<file path="config.mk">
export PLATFORM = sky130hd
export DESIGN_NAME = bldc_commutator
export DESIGN_NICKNAME = d
export VERILOG_FILES = /design/src/rtl/bldc_commutator_pkg.sv /design/src/rtl/bldc_commutator_hall_filter.sv /design/src/rtl/bldc_commutator.sv
export SDC_FILE = /design/constraint.sdc
export NUM_CORES = 1
export LEC_CHECK = 0
export CORE_ASPECT_RATIO = 0.5
export CORE_UTILIZATION = 44
export DETAILED_ROUTE_END_ITERATION = 16
export GPL_TIMING_DRIVEN = 1
export PLACE_DENSITY = 0.68
export SYNTH_ARGS = -nofsm -noshare
export SYNTH_HDL_FRONTEND = slang
export SYNTH_SLANG_ARGS = --single-unit
</file>
<file path="constraint.sdc">
create_clock -name clk_i -period 3.31 [get_ports clk_i]
set_input_delay 0.662 -clock clk_i [delete_from_list [all_inputs] [get_ports clk_i]]
set_output_delay 0.662 -clock clk_i [all_outputs]
set_load 0.02 [all_outputs]
</file>
<file path="src/rtl/bldc_commutator_pkg.sv">
// Shared types for the BLDC commutator: FSM states, gate-pattern struct and the
// six-step commutation table keyed by hall code and rotation direction.
package bldc_commutator_pkg;

  typedef enum logic [2:0] {
    ST_IDLE  = 3'd0,
    ST_DEAD  = 3'd1,
    ST_RUN   = 3'd2,
    ST_FAULT = 3'd3
  } state_e;

  localparam logic [2:0] HALL_BAD_LO = 3'b000;
  localparam logic [2:0] HALL_BAD_HI = 3'b111;

  typedef struct packed {
    logic [2:0] h;
    logic [2:0] l;
  } gate_pat_t;

  function automatic logic hall_valid(input logic [2:0] code);
    return (code != HALL_BAD_LO) && (code != HALL_BAD_HI);
  endfunction

  // Forward table; reverse rotation swaps the high and low phase.
  function automatic gate_pat_t comm_pattern(input logic [2:0] code, input logic dir);
    gate_pat_t fwd;
    gate_pat_t res;
    fwd = '0;
    case (code)
      3'b101: begin fwd.h = 3'b001; fwd.l = 3'b010; end
      3'b100: begin fwd.h = 3'b001; fwd.l = 3'b100; end
      3'b110: begin fwd.h = 3'b010; fwd.l = 3'b100; end
      3'b010: begin fwd.h = 3'b010; fwd.l = 3'b001; end
      3'b011: begin fwd.h = 3'b100; fwd.l = 3'b001; end
      3'b001: begin fwd.h = 3'b100; fwd.l = 3'b010; end
      default: fwd = '0;
    endcase
    res.h = dir ? fwd.l : fwd.h;
    res.l = dir ? fwd.h : fwd.l;
    return res;
  endfunction

endpackage

</file>
<file path="src/rtl/bldc_commutator_hall_filter.sv">
// Hall input conditioning: two-flop synchroniser followed by a debounce that
// accepts a code only after HALL_FILT consecutive identical samples.
module bldc_commutator_hall_filter #(
  parameter int HALL_FILT = 3
) (
  input  logic       clk_i,
  input  logic       rst_ni,
  input  logic [2:0] hall_i,
  output logic [2:0] code_o,
  output logic       chg_o
);

  localparam int RUN_W = $clog2(HALL_FILT + 1);

  logic [2:0]       sync1_q, sync2_q, last_q, code_q;
  logic [RUN_W-1:0] run_q, run_d;
  logic             chg_q, accept;

  // Run length saturates at HALL_FILT so a stable input never wraps the count.
  always_comb begin
    run_d = RUN_W'(1);
    if (sync2_q == last_q) begin
      run_d = (run_q == RUN_W'(HALL_FILT)) ? run_q : run_q + 1'b1;
    end
    accept = (run_d == RUN_W'(HALL_FILT)) && (sync2_q != code_q);
  end

  always_ff @(posedge clk_i or negedge rst_ni) begin
    if (!rst_ni) begin
      sync1_q <= '0;
      sync2_q <= '0;
      last_q  <= '0;
      run_q   <= '0;
      code_q  <= '0;
      chg_q   <= 1'b0;
    end else begin
      sync1_q <= hall_i;
      sync2_q <= sync1_q;
      last_q  <= sync2_q;
      run_q   <= run_d;
      chg_q   <= accept;
      if (accept) code_q <= sync2_q;
    end
  end

  assign code_o = code_q;
  assign chg_o  = chg_q;

endmodule

</file>
<file path="src/rtl/bldc_commutator.sv">
// Six-step BLDC commutation sequencer: hall-driven FSM with dead-time, soft-start
// duty ramp for the external PWM modulator, stall detection and registered gates.
module bldc_commutator
  import bldc_commutator_pkg::*;
#(
  parameter int DUTY_W    = 4,
  parameter int DEADTIME  = 8,
  parameter int RAMP_DIV  = 1024,
  parameter int HALL_FILT = 3,
  parameter int STALL_CYC = 2**20
) (
  input  logic              clk_i,
  input  logic              rst_ni,
  input  logic              en_i,
  input  logic              dir_i,
  input  logic [DUTY_W-1:0] duty_tgt_i,
  input  logic [2:0]        hall_i,
  input  logic              pwm_in_i,
  output logic [DUTY_W-1:0] duty_out_o,
  output logic              pwm_en_o,
  output logic [2:0]        gate_h_o,
  output logic [2:0]        gate_l_o,
  output logic              fault_o,
  output logic [2:0]        state_o
);

  localparam int DEAD_W  = $clog2(DEADTIME + 1);
  localparam int RAMP_W  = $clog2(RAMP_DIV + 1);
  localparam int STALL_W = $clog2(STALL_CYC + 1);

  state_e              state_q, state_d;
  logic [DEAD_W-1:0]   dead_q, dead_d;
  logic [RAMP_W-1:0]   ramp_q, ramp_d;
  logic [DUTY_W-1:0]   duty_q, duty_d;
  logic [STALL_W-1:0]  stall_q, stall_d;
  logic                dir_q, dir_d;
  logic [2:0]          gate_h_q, gate_h_d, gate_l_q, gate_l_d;
  logic [2:0]          code;
  logic                chg, code_ok, stall_hit, run_next, ramp_active;
  gate_pat_t           pat;

  bldc_commutator_hall_filter #(.HALL_FILT(HALL_FILT)) u_hall_filter (
    .clk_i  (clk_i),
    .rst_ni (rst_ni),
    .hall_i (hall_i),
    .code_o (code),
    .chg_o  (chg)
  );

  assign code_ok   = hall_valid(code);
  assign pat       = comm_pattern(code, dir_i);
  assign stall_hit = (state_q == ST_RUN) && (stall_q == STALL_W'(STALL_CYC));

  always_comb begin
    state_d = state_q;
    case (state_q)
      ST_IDLE:  if (en_i && code_ok) state_d = ST_DEAD;
      ST_DEAD: begin
        if (!code_ok) state_d = ST_FAULT;
        else if (!chg && dead_q == DEAD_W'(DEADTIME - 1)) state_d = ST_RUN;
      end
      ST_RUN: begin
        if (!code_ok || stall_hit) state_d = ST_FAULT;
        else if (chg || dir_i != dir_q) state_d = ST_DEAD;
      end
      ST_FAULT: state_d = ST_FAULT;
      default:  state_d = ST_IDLE;
    endcase
    // Dropping EN overrides everything, including a fault raised this cycle.
    if (!en_i) state_d = ST_IDLE;
  end

  // A fresh code while in DEAD restarts the dead-time window.
  assign dead_d = (state_q == ST_DEAD && !chg) ? dead_q + 1'b1 : '0;

  assign ramp_active = (state_d == ST_DEAD) || (state_d == ST_RUN);

  always_comb begin
    ramp_d = '0;
    duty_d = '0;
    if (ramp_active) begin
      duty_d = duty_q;
      if (ramp_q == RAMP_W'(RAMP_DIV - 1)) begin
        if (duty_q < duty_tgt_i)      duty_d = duty_q + 1'b1;
        else if (duty_q > duty_tgt_i) duty_d = duty_q - 1'b1;
      end else begin
        ramp_d = ramp_q + 1'b1;
      end
    end
  end

  // Zero duty means no torque, so a motionless rotor is not a stall then.
  assign stall_d = (state_q != ST_RUN || chg || duty_q == '0) ? '0 :
                   (stall_q == STALL_W'(STALL_CYC)) ? stall_q : stall_q + 1'b1;

  assign run_next = (state_d == ST_RUN);
  assign dir_d    = run_next ? dir_i : dir_q;

  for (genvar gi = 0; gi < 3; gi++) begin : g_phase
    assign gate_h_d[gi] = run_next & pat.h[gi] & pwm_in_i;
    assign gate_l_d[gi] = run_next & pat.l[gi];
  end

  always_ff @(posedge clk_i or negedge rst_ni) begin
    if (!rst_ni) begin
      state_q  <= ST_IDLE;
      dead_q   <= '0;
      ramp_q   <= '0;
      duty_q   <= '0;
      stall_q  <= '0;
      dir_q    <= 1'b0;
      gate_h_q <= '0;
      gate_l_q <= '0;
    end else begin
      state_q  <= state_d;
      dead_q   <= dead_d;
      ramp_q   <= ramp_d;
      duty_q   <= duty_d;
      stall_q  <= stall_d;
      dir_q    <= dir_d;
      gate_h_q <= gate_h_d;
      gate_l_q <= gate_l_d;
    end
  end

  assign duty_out_o = duty_q;
  assign pwm_en_o   = (state_q == ST_DEAD) || (state_q == ST_RUN);
  assign gate_h_o   = gate_h_q;
  assign gate_l_o   = gate_l_q;
  assign fault_o    = (state_q == ST_FAULT);
  assign state_o    = state_q;

endmodule

</file>
# --- Word level (Yosys, flattened, before mapping) ---
# Cells that the tools add are included.
totals:
  ff_bits: 65
  latchBits: 0
  ramBits: 0
  romBits: 0
  in_bits: 12
  output_inout_bits: 15
  word_cells: 94
  memories: 0
op_classes:
  n_addsub: 6
  mul: 0
  div_mod_pow: 0
  order_cmp: 2
  eq_ne: 24
  shift: 0
  mux: 21
  bitwise: 9
  reduce_logical: 18
ops:
  columns: ["operator", "n"]
  rows:
  - ["21-bit two-way mux", 2]
  - ["6-bit case mux with 6 select lines", 1]
  - ["3-bit two-way mux", 8]
  - ["11-bit two-way mux", 2]
  - ["21-bit by 1-bit adder with 21-bit output, second input constant", 1]
  - ["21-bit equality test, second input constant", 1]
  - ["4-bit two-way mux", 5]
  - ["3-bit by 2-bit equality test with 1-bit output, second input constant", 5]
  - ["3-bit case mux with 4 select lines", 1]
  - ["11-bit by 1-bit adder with 11-bit output, second input constant", 1]
  - ["11-bit by 10-bit equality test with 1-bit output, second input constant", 1]
  - ["1-bit AND", 9]
  - ["3-bit by 1-bit equality test with 1-bit output, second input constant", 3]
  - ["3-bit equality test, second input constant", 3]
  - ["4-bit by 1-bit adder with 4-bit output, second input constant", 2]
  - ["1-bit logical AND", 6]
  - ["1-bit logical OR", 6]
  - ["2-bit equality test, second input constant", 2]
  - ["4-bit by 3-bit equality test with 1-bit output, second input constant", 1]
  - ["4-bit > comparator", 1]
  - ["4-bit zero test", 1]
  - ["4-bit less-than comparator", 1]
  - ["2-bit two-way mux", 2]
  - ["4-bit by 1-bit subtractor with 4-bit output, second input constant", 1]
  - ["other kinds (13)", 14]

# --- Logic depth before layout (Yosys ltp) ---
# Gate-level depths: netlist (run 1).
logic_depth:
  depth_word: 11
  mapped_depth: 11
  ltp_nobuf: 11

# --- Modules after synthesis ---
# A second synthesis (run 1) with hierarchy kept.
hier_totals:
  hier_cells: 306
  area_unflattened_um2: 3188.1
modules_own_cells:
  columns: ["module", "n_inst", "cells_per_inst", "area_per_inst_um2"]
  rows:
  - ["bldc_commutator", 1, 276, 2692.6]
  - ["bldc_commutator_hall_filter", 1, 30, 495.5]

# --- Worst setup path after synthesis (run 1) ---
# OpenSTA, ideal clock, no wires.
synth_timing:
  path_kind: "in2reg"
  start: "in duty_tgt_i[1]"
  end: "reg duty_q[3], in the netlist duty_out_o[3]"
  setup_ps: 79
  arrival_time_ps: 2591
  required_ps: 3231
  setup_slack_ps: 639
  path_stages: 11
  path_cell_list: "inv_1 > ha_1 > nor2b_1 > o211ai_1 > nand2_1 > ha_1 > a21o_1 > a21oi_1 > or3_1 > a21boi_0 > mux2i_1"
synth_between:
  elab_chain_cells: 4
synth_rtl:
  columns: ["item", "line", "rtl"]
  rows:
  - ["from (decl)", "bldc_commutator.sv:16", "input logic [DUTY_W-1:0] duty_tgt_i,"]
  - ["4-bit less-than comparator", "bldc_commutator.sv:84", "if (duty_q < duty_tgt_i) duty_d = duty_q + 1'b1;"]
  - ["4-bit two-way mux", "bldc_commutator.sv:84", null]
  - ["4-bit two-way mux", "bldc_commutator.sv:83", "if (ramp_q == RAMP_W'(RAMP_DIV - 1)) begin"]
  - ["4-bit two-way mux", "bldc_commutator.sv:81", "if (ramp_active) begin"]
  - ["to (signal assigned)", "bldc_commutator.sv:118", "duty_q <= duty_d;"]
  - ["to (decl)", "bldc_commutator.sv:34", "logic [DUTY_W-1:0] duty_q, duty_d;"]
# Several ways; a longest one is shown, not always the timed one. The select of a mux whose other input is x is not followed.
# A chain may end at the register's enable or synchronous reset.

# --- Final worst setup path (run 1) ---
# Ends and elaborated chain as after synthesis.

==> metrics.yaml, run 1 <==
status: "completed"
cts_hold_repair.buffers: 0
io_buffers: 26
finalWorstSetupSlack_ns: 0.290
hold_class: "flop to flop"
post_cts_resized: 0
firstDrtPassIters: 4
synth_seq_cells: 65
track_usage_pct: 18.6
clock_sink_count: 65
clk-insertion-delay-late_ns: 0.33
rows: 21
cts_setup_buffers: 0
grt_pass1_wl_um: 11000
period_share_pct: 91.2
post_drt_wl_per_cell_um: 13.6
dieArea_sq_um: 7720
num_vias: 2425
cts_buffers: 9
final_area_sq_um: 3900
relSlewSlack_pct: 35.3
end_kind: "flop"
ant_nets: 0
maxCapViolCount: 0
yosys_warnings: 0
slew_violations: 0
diodes: 0
dp_hpwl_um: 4360
area_growth_pct: 20.6
cts_tree: "built"
start_kind: "input pin"
p_leak_nw: 1.64
yosysUniqueCellTypes: 45
clockBufferDepth: 2
dominantRegCellSynth: "dfrtp_1"
worstPathRequired_ns: 3.56
die_h_um: 62.6
placed_area_sq_um: 3600
route.detailed.drc: 0
vdd_drop_max_uv: 283
min_period_ns: 3.02
syn_area_sq_um: 3240
worstPathMaxFanout: 3
avgSynthCellArea_sq_um: 9.86
drtIter0Drc: 197
antenna_found_initial: 0
reg2reg_setup_slack_ns: 0.64
synth_seq_area_share_pct: 50.3
place_congestion: 0.820
grt_max_degree: 47
drive_gt1_share_pct: 8.24
syn_nets: 351
max_freq_mhz: 331
final-setup-viol-count: 0
wirelength_um: 6210
grt_overflow: 0
place_ws_ns: -0.0421
grt_pass1_vias: 2383
initial_core_util_pct: 47.0
avgViaCountPerCell: 5.32
htreeDepth: 3
criticalPathCategory: "input pin to flop"
final-hold-violation-count: 0
tightest_slew_ns: 0.971
cts.clk_slew.worst_paths_ns: 0.06
cts-root-buf: "clkbuf_16"
boundaryPins: 27
synthArstFlopShare_pct: 100
powerDensity_nw_per_um2: 516
die_x_um: 123
core_area_sq_um: 6880
synth-edff-count: 0
synthCells: 328
fin_nets: 382
skew_ns: 0.00873
grt_setup_unrepaired: "false"
cp.arrival_ns: 3.27
## layer usage
metal	routed length, um	global-route usage [%]	up-vias
li1	-	-	1204
met1	3010	23.8	1181
met2	2960	30.1	36
met3	201	6.84	4
met4	38	4.07	0
met5	0	0	-
## sequential cells by signal, summed over array words and instances (netlist names), 4 cells and up
name / cells
stall_q: 21
dead_q: 4
ramp_q: 11
duty_out_o: 4
## power breakdown
group          total, W  internal (W)  switching, W
clock network  0.000945      0.000588      0.000356
registers      0.000875      0.000823     0.0000519
logic          0.000195     0.0000908      0.000104
total           0.00201       0.00150      0.000513
## synthesized netlist by cell type, types with 2 or more instances
library cell,count,area (sq um)
dfrtp_1,65,1630
nor2_1,50,188
nand3_1,21,105
xor2_1,21,184
a21oi_1,20,100
nand2_1,19,71.3
inv_1,12,45.0
xnor2_1,12,105
ha_1,10,125
nand4_1,10,62.6
o21ai_0,8,40.0
nor3_1,7,35.0
or3_1,7,43.8
clkbuf_1,5,18.8
nor4_1,5,31.3
mux2_2,4,45.0
mux2i_1,4,40.0
nor2b_1,4,25.0
a21o_1,3,22.5
and3_1,3,18.8
buf_2,3,15.0
nand2b_1,3,18.8
nand3b_1,3,22.5
nor3b_1,3,22.5
a31oi_1,2,12.5
and4_1,2,17.5
nor4b_1,2,17.5
o211ai_1,2,15.0
or4_1,2,15.0
## logic make-up (layout without fill, tap and decap cells)
| group | after synthesis | after routing | share of synthesized area (%) |
|---|---|---|---|
| simple gates | 147 | 147 | 23.4 |
| flops | 65 | 65 | 50.3 |
| compound gates | 42 | 42 | 7.62 |
| xor+xnor | 33 | 33 | 8.93 |
| buf+inv | 21 | 57 | 2.59 |
| fa+ha+maj | 11 | 11 | 4.49 |
| mux | 8 | 8 | 2.63 |
| other cells | 1 | 1 | 0.116 |
## cell usage in the layout, fill, tap and decap left out, drive strengths merged, types with 2 or more instances in the layout
| cell type | instances |
|---|---|
| a21o | 3 |
| a21oi | 20 |
| a31oi | 2 |
| and3 | 4 |
| and4 | 3 |
| buf | 4 |
| clkbuf | 9 |
| clkdlybuf4s50 | 25 |
| clkinv | 5 |
| dfrtp | 65 |
| ha | 10 |
| inv | 13 |
| mux2 | 4 |
| mux2i | 4 |
| nand2 | 19 |
| nand2b | 3 |
| nand3 | 21 |
| nand3b | 3 |
| nand4 | 11 |
| nor2 | 50 |
| nor2b | 4 |
| nor3 | 7 |
| nor3b | 3 |
| nor4 | 5 |
| nor4b | 2 |
| o211ai | 2 |
| o21ai | 8 |
| or3 | 8 |
| or4 | 2 |
| xnor2 | 12 |
| xor2 | 21 |
## area by class of cell
| type | count | area (sq um) |
|---|---|---|
| clock buffers | 9 | 225 |
| clock inverters | 7 | 78.8 |
| fillers | 602 | 2980 |
| inverters | 12 | 45.0 |
| multi-input cells | 242 | 1530 |
| flip-flops and latches | 65 | 1630 |
| well taps | 92 | 115 |
| repair buffers | 29 | 278 |
## worst max-delay path, cell delays in order
cell	delay (ns)
clkdlybuf4s50_1	0.46
inv_1	0.05
ha_1	0.29
nor2b_1	0.15
o211ai_1	0.27
nand2_1	0.18
ha_1	0.31
a21o_1	0.10
a21oi_1	0.07
or3_1	0.30
a21boi_0	0.23
mux2i_1	0.20
## path summary, 6_finish.rpt
check	end	cells after the start	startpoint
max	duty_out_o[3]	12	duty_tgt_i[1]
min	u_hall_filter.sync2_q[1]	0	u_hall_filter.sync1_q[1]
max reg2reg	duty_out_o[3]	10	duty_out_o[1]
min reg2reg	u_hall_filter.sync2_q[1]	0	u_hall_filter.sync1_q[1]
max in group asynchronous	dead_q[3]	2	rst_ni
min in group asynchronous	u_hall_filter.sync1_q[1]	1	rst_ni
## metrics by stage
step	utilization (%)	std cells	hold WS [ns]	TNS, ns	power (W)
2_1_floorplan	-	328	0.331	0	0.00102
3_3_place_gp	52.3	440	0.333	0	0.00108
3_5_place_dp	52.3	440	0.336	-0.0421	0.00109
4_1_cts	56.7	456	0.349	0	0.00204
5_1_grt	56.7	456	0.353	0	0.00211
6_report	56.7	456	0.348	0	0.00201
Note: power is estimated with default switching activity, not from simulation.
==> run 2: changes to the inputs <==
--- a/config.mk
+++ b/config.mk
@@ -6,10 +6,10 @@
 export NUM_CORES = 1
 export LEC_CHECK = 0
 export CORE_ASPECT_RATIO = 0.5
-export CORE_UTILIZATION = 44
+export CORE_UTILIZATION = 58
 export DETAILED_ROUTE_END_ITERATION = 16
 export GPL_TIMING_DRIVEN = 1
-export PLACE_DENSITY = 0.68
+export PLACE_DENSITY = 0.85
 export SYNTH_ARGS = -nofsm -noshare
 export SYNTH_HDL_FRONTEND = slang
 export SYNTH_SLANG_ARGS = --single-unit
==> metrics.yaml, run 2 (same netlist as run 1, synthesis figures left out) <==
grt_pass1_vias: 2426
rows: 18
p_leak_nw: 1.61
diodes: 0
cts_tree: "built"
core_area_sq_um: 5130
maxCapViolCount: 0
layout_commonest_cell: "dfrtp_1"
finalPower_w: 0.00192
final-setup-viol-count: 0
num_vias: 2544
place_inst: 418
period_share_pct: 90.0
timing.rr.end: "duty_out_o[3]"
boundaryPins: 27
die_x_um: 108
fin_tns_setup_ns: 0
cts-root-buf: "clkbuf_8"
dieArea_sq_um: 5900
start_kind: "input pin"
area_growth_pct: 18.1
rr_startpoint: "duty_out_o[1]"
post_drt_wl_per_cell_um: 15.5
die_h_um: 54.8
slew_violations: 0
cts_hold_repair.buffers: 0
fin_nets: 382
startpoint: "duty_tgt_i[1]"
final_cell_mix: "dfrtp_1, nor2_1, clkdlybuf4s50_1"
largest-register: "stall_q"
vdd_drop_max_uv: 436
htreeDepth: 3
worstPathMaxFanout: 3
worstPathRequired_ns: 3.58
clk-insertion-delay-late_ns: 0.35
tightest_slew_ns: 0.687
antenna_found_initial: 0
firstDrtPassIters: 4
clockBufferDepth: 2
powerDensity_nw_per_um2: 503
place_ws_ns: 0.0109
skew_ns: 0.00985
cts.clk_slew.worst_paths_ns: 0.07
max_freq_mhz: 336
top_regs: "stall_q: 21 flops, ramp_q: 11 flops"
final-hold-violation-count: 0
wirelength_um: 6710
relSlewSlack_pct: 54.2
end_kind: "flop"
grt_pass1_wl_um: 11300
drtIter0Drc: 106
ant_nets: 0
fin_util_pct: 74.4
hold_class: "input pin to asynchronous set/reset pin"
place_congestion: 0.853
grt_overflow: 0
crit_path_end: "duty_out_o[3]"
initial_core_util_pct: 63.0
reg2reg_setup_slack_ns: 0.63
grt_setup_unrepaired: "false"
min_period_ns: 2.98
avgViaCountPerCell: 5.86
cts_setup_buffers: 0
largest_reg_flops: 21
track_usage_pct: 26.0
route.detailed.drc: 0
status: "completed"
cp.arrival_ns: 3.25
drive_gt1_share_pct: 8.24
io_buffers: 26
reg2reg_depth: 10
clock_sink_count: 65
dp_hpwl_um: 4520
post_cts_resized: 0
finalWorstSetupSlack_ns: 0.330
grt_max_degree: 34
cts_buffers: 9
criticalPathCategory: "input pin to flop"
fin_cells: 434
## run 2: cell count changes in the layout (fill, tap and decap cells not counted)
cell        before  now
inv_6            1    0
bufinv_16        1    3
clkbuf_16        9    0
clkbuf_8         0   10
clkinvlp_4       0    1
clkinv_4         4    2
clkinv_2         1    0
## run 2: metal layers
layer / routed length, um / part of all wire (%) / vias up / global-route usage [%]
li1: - / - / 1203 / -
met1: 2900 / 43 / 1253 / 30.9
met2: 3330 / 50 / 71 / 45.5
met3: 342 / 5.1 / 17 / 8.10
met4: 138 / 2.1 / 0 / 10.3
met5: 0 / 0 / - / 0
## run 2: cell type report
| type | instances | area [sq um] |
|---|---|---|
| Clock buffer | 10 | 138 |
| Clock inverter | 6 | 115 |
| Fill cell | 366 | 1310 |
| Inverter | 12 | 45.0 |
| Multi-Input combinational cell | 242 | 1530 |
| Sequential cell | 65 | 1630 |
| Tap cell | 70 | 87.6 |
| Timing Repair Buffer | 29 | 278 |
## run 2: metrics by stage
stage          hold WS [ns]  instance area (sq um)
2_1_floorplan         0.331                   3240
3_3_place_gp          0.332                   3570
3_5_place_dp          0.336                   3570
4_1_cts               0.352                   3820
5_1_grt               0.364                   3820
6_report              0.352                   3820
## run 2: worst min-delay path by stage
| stage | start | end |
|---|---|---|
| after detailed placement | u_hall_filter.sync1_q[1] | u_hall_filter.sync2_q[1] |
| final | rst_ni | u_hall_filter.last_q[1] |
| after floorplan | u_hall_filter.sync1_q[0] | u_hall_filter.sync2_q[0] |
| after CTS | u_hall_filter.sync1_q[1] | u_hall_filter.sync2_q[1] |
| after global placement | u_hall_filter.sync1_q[0] | u_hall_filter.sync2_q[0] |
| after global routing | u_hall_filter.sync1_q[0] | u_hall_filter.sync2_q[0] |
## run 2: worst max-delay path, cell delays in order
cell and delay [ns]:
clkdlybuf4s50_1 0.45, inv_1 0.04, ha_1 0.30, nor2b_1 0.16, o211ai_1 0.26, nand2_1 0.17
ha_1 0.30, a21o_1 0.11, a21oi_1 0.07, or3_1 0.30, a21boi_0 0.22, mux2i_1 0.20
## run 2: report_power, final
part / internal [W] / switching (W) / leakage (nW)
clock network: 0.000523 / 0.000321 / 0.123
logic: 0.0000907 / 0.000110 / 0.612
registers: 0.000822 / 0.0000544 / 0.875
==> run 3: changes to the inputs <==
--- a/config.mk
+++ b/config.mk
@@ -8,6 +8,7 @@
 export CORE_ASPECT_RATIO = 0.5
 export CORE_UTILIZATION = 58
 export DETAILED_ROUTE_END_ITERATION = 16
+export GPL_ROUTABILITY_DRIVEN = 0
 export GPL_TIMING_DRIVEN = 1
 export PLACE_DENSITY = 0.85
 export SYNTH_ARGS = -nofsm -noshare
==> results of run 3 <==
No change in the layout: final DEF, timing and power equal those of run 2.
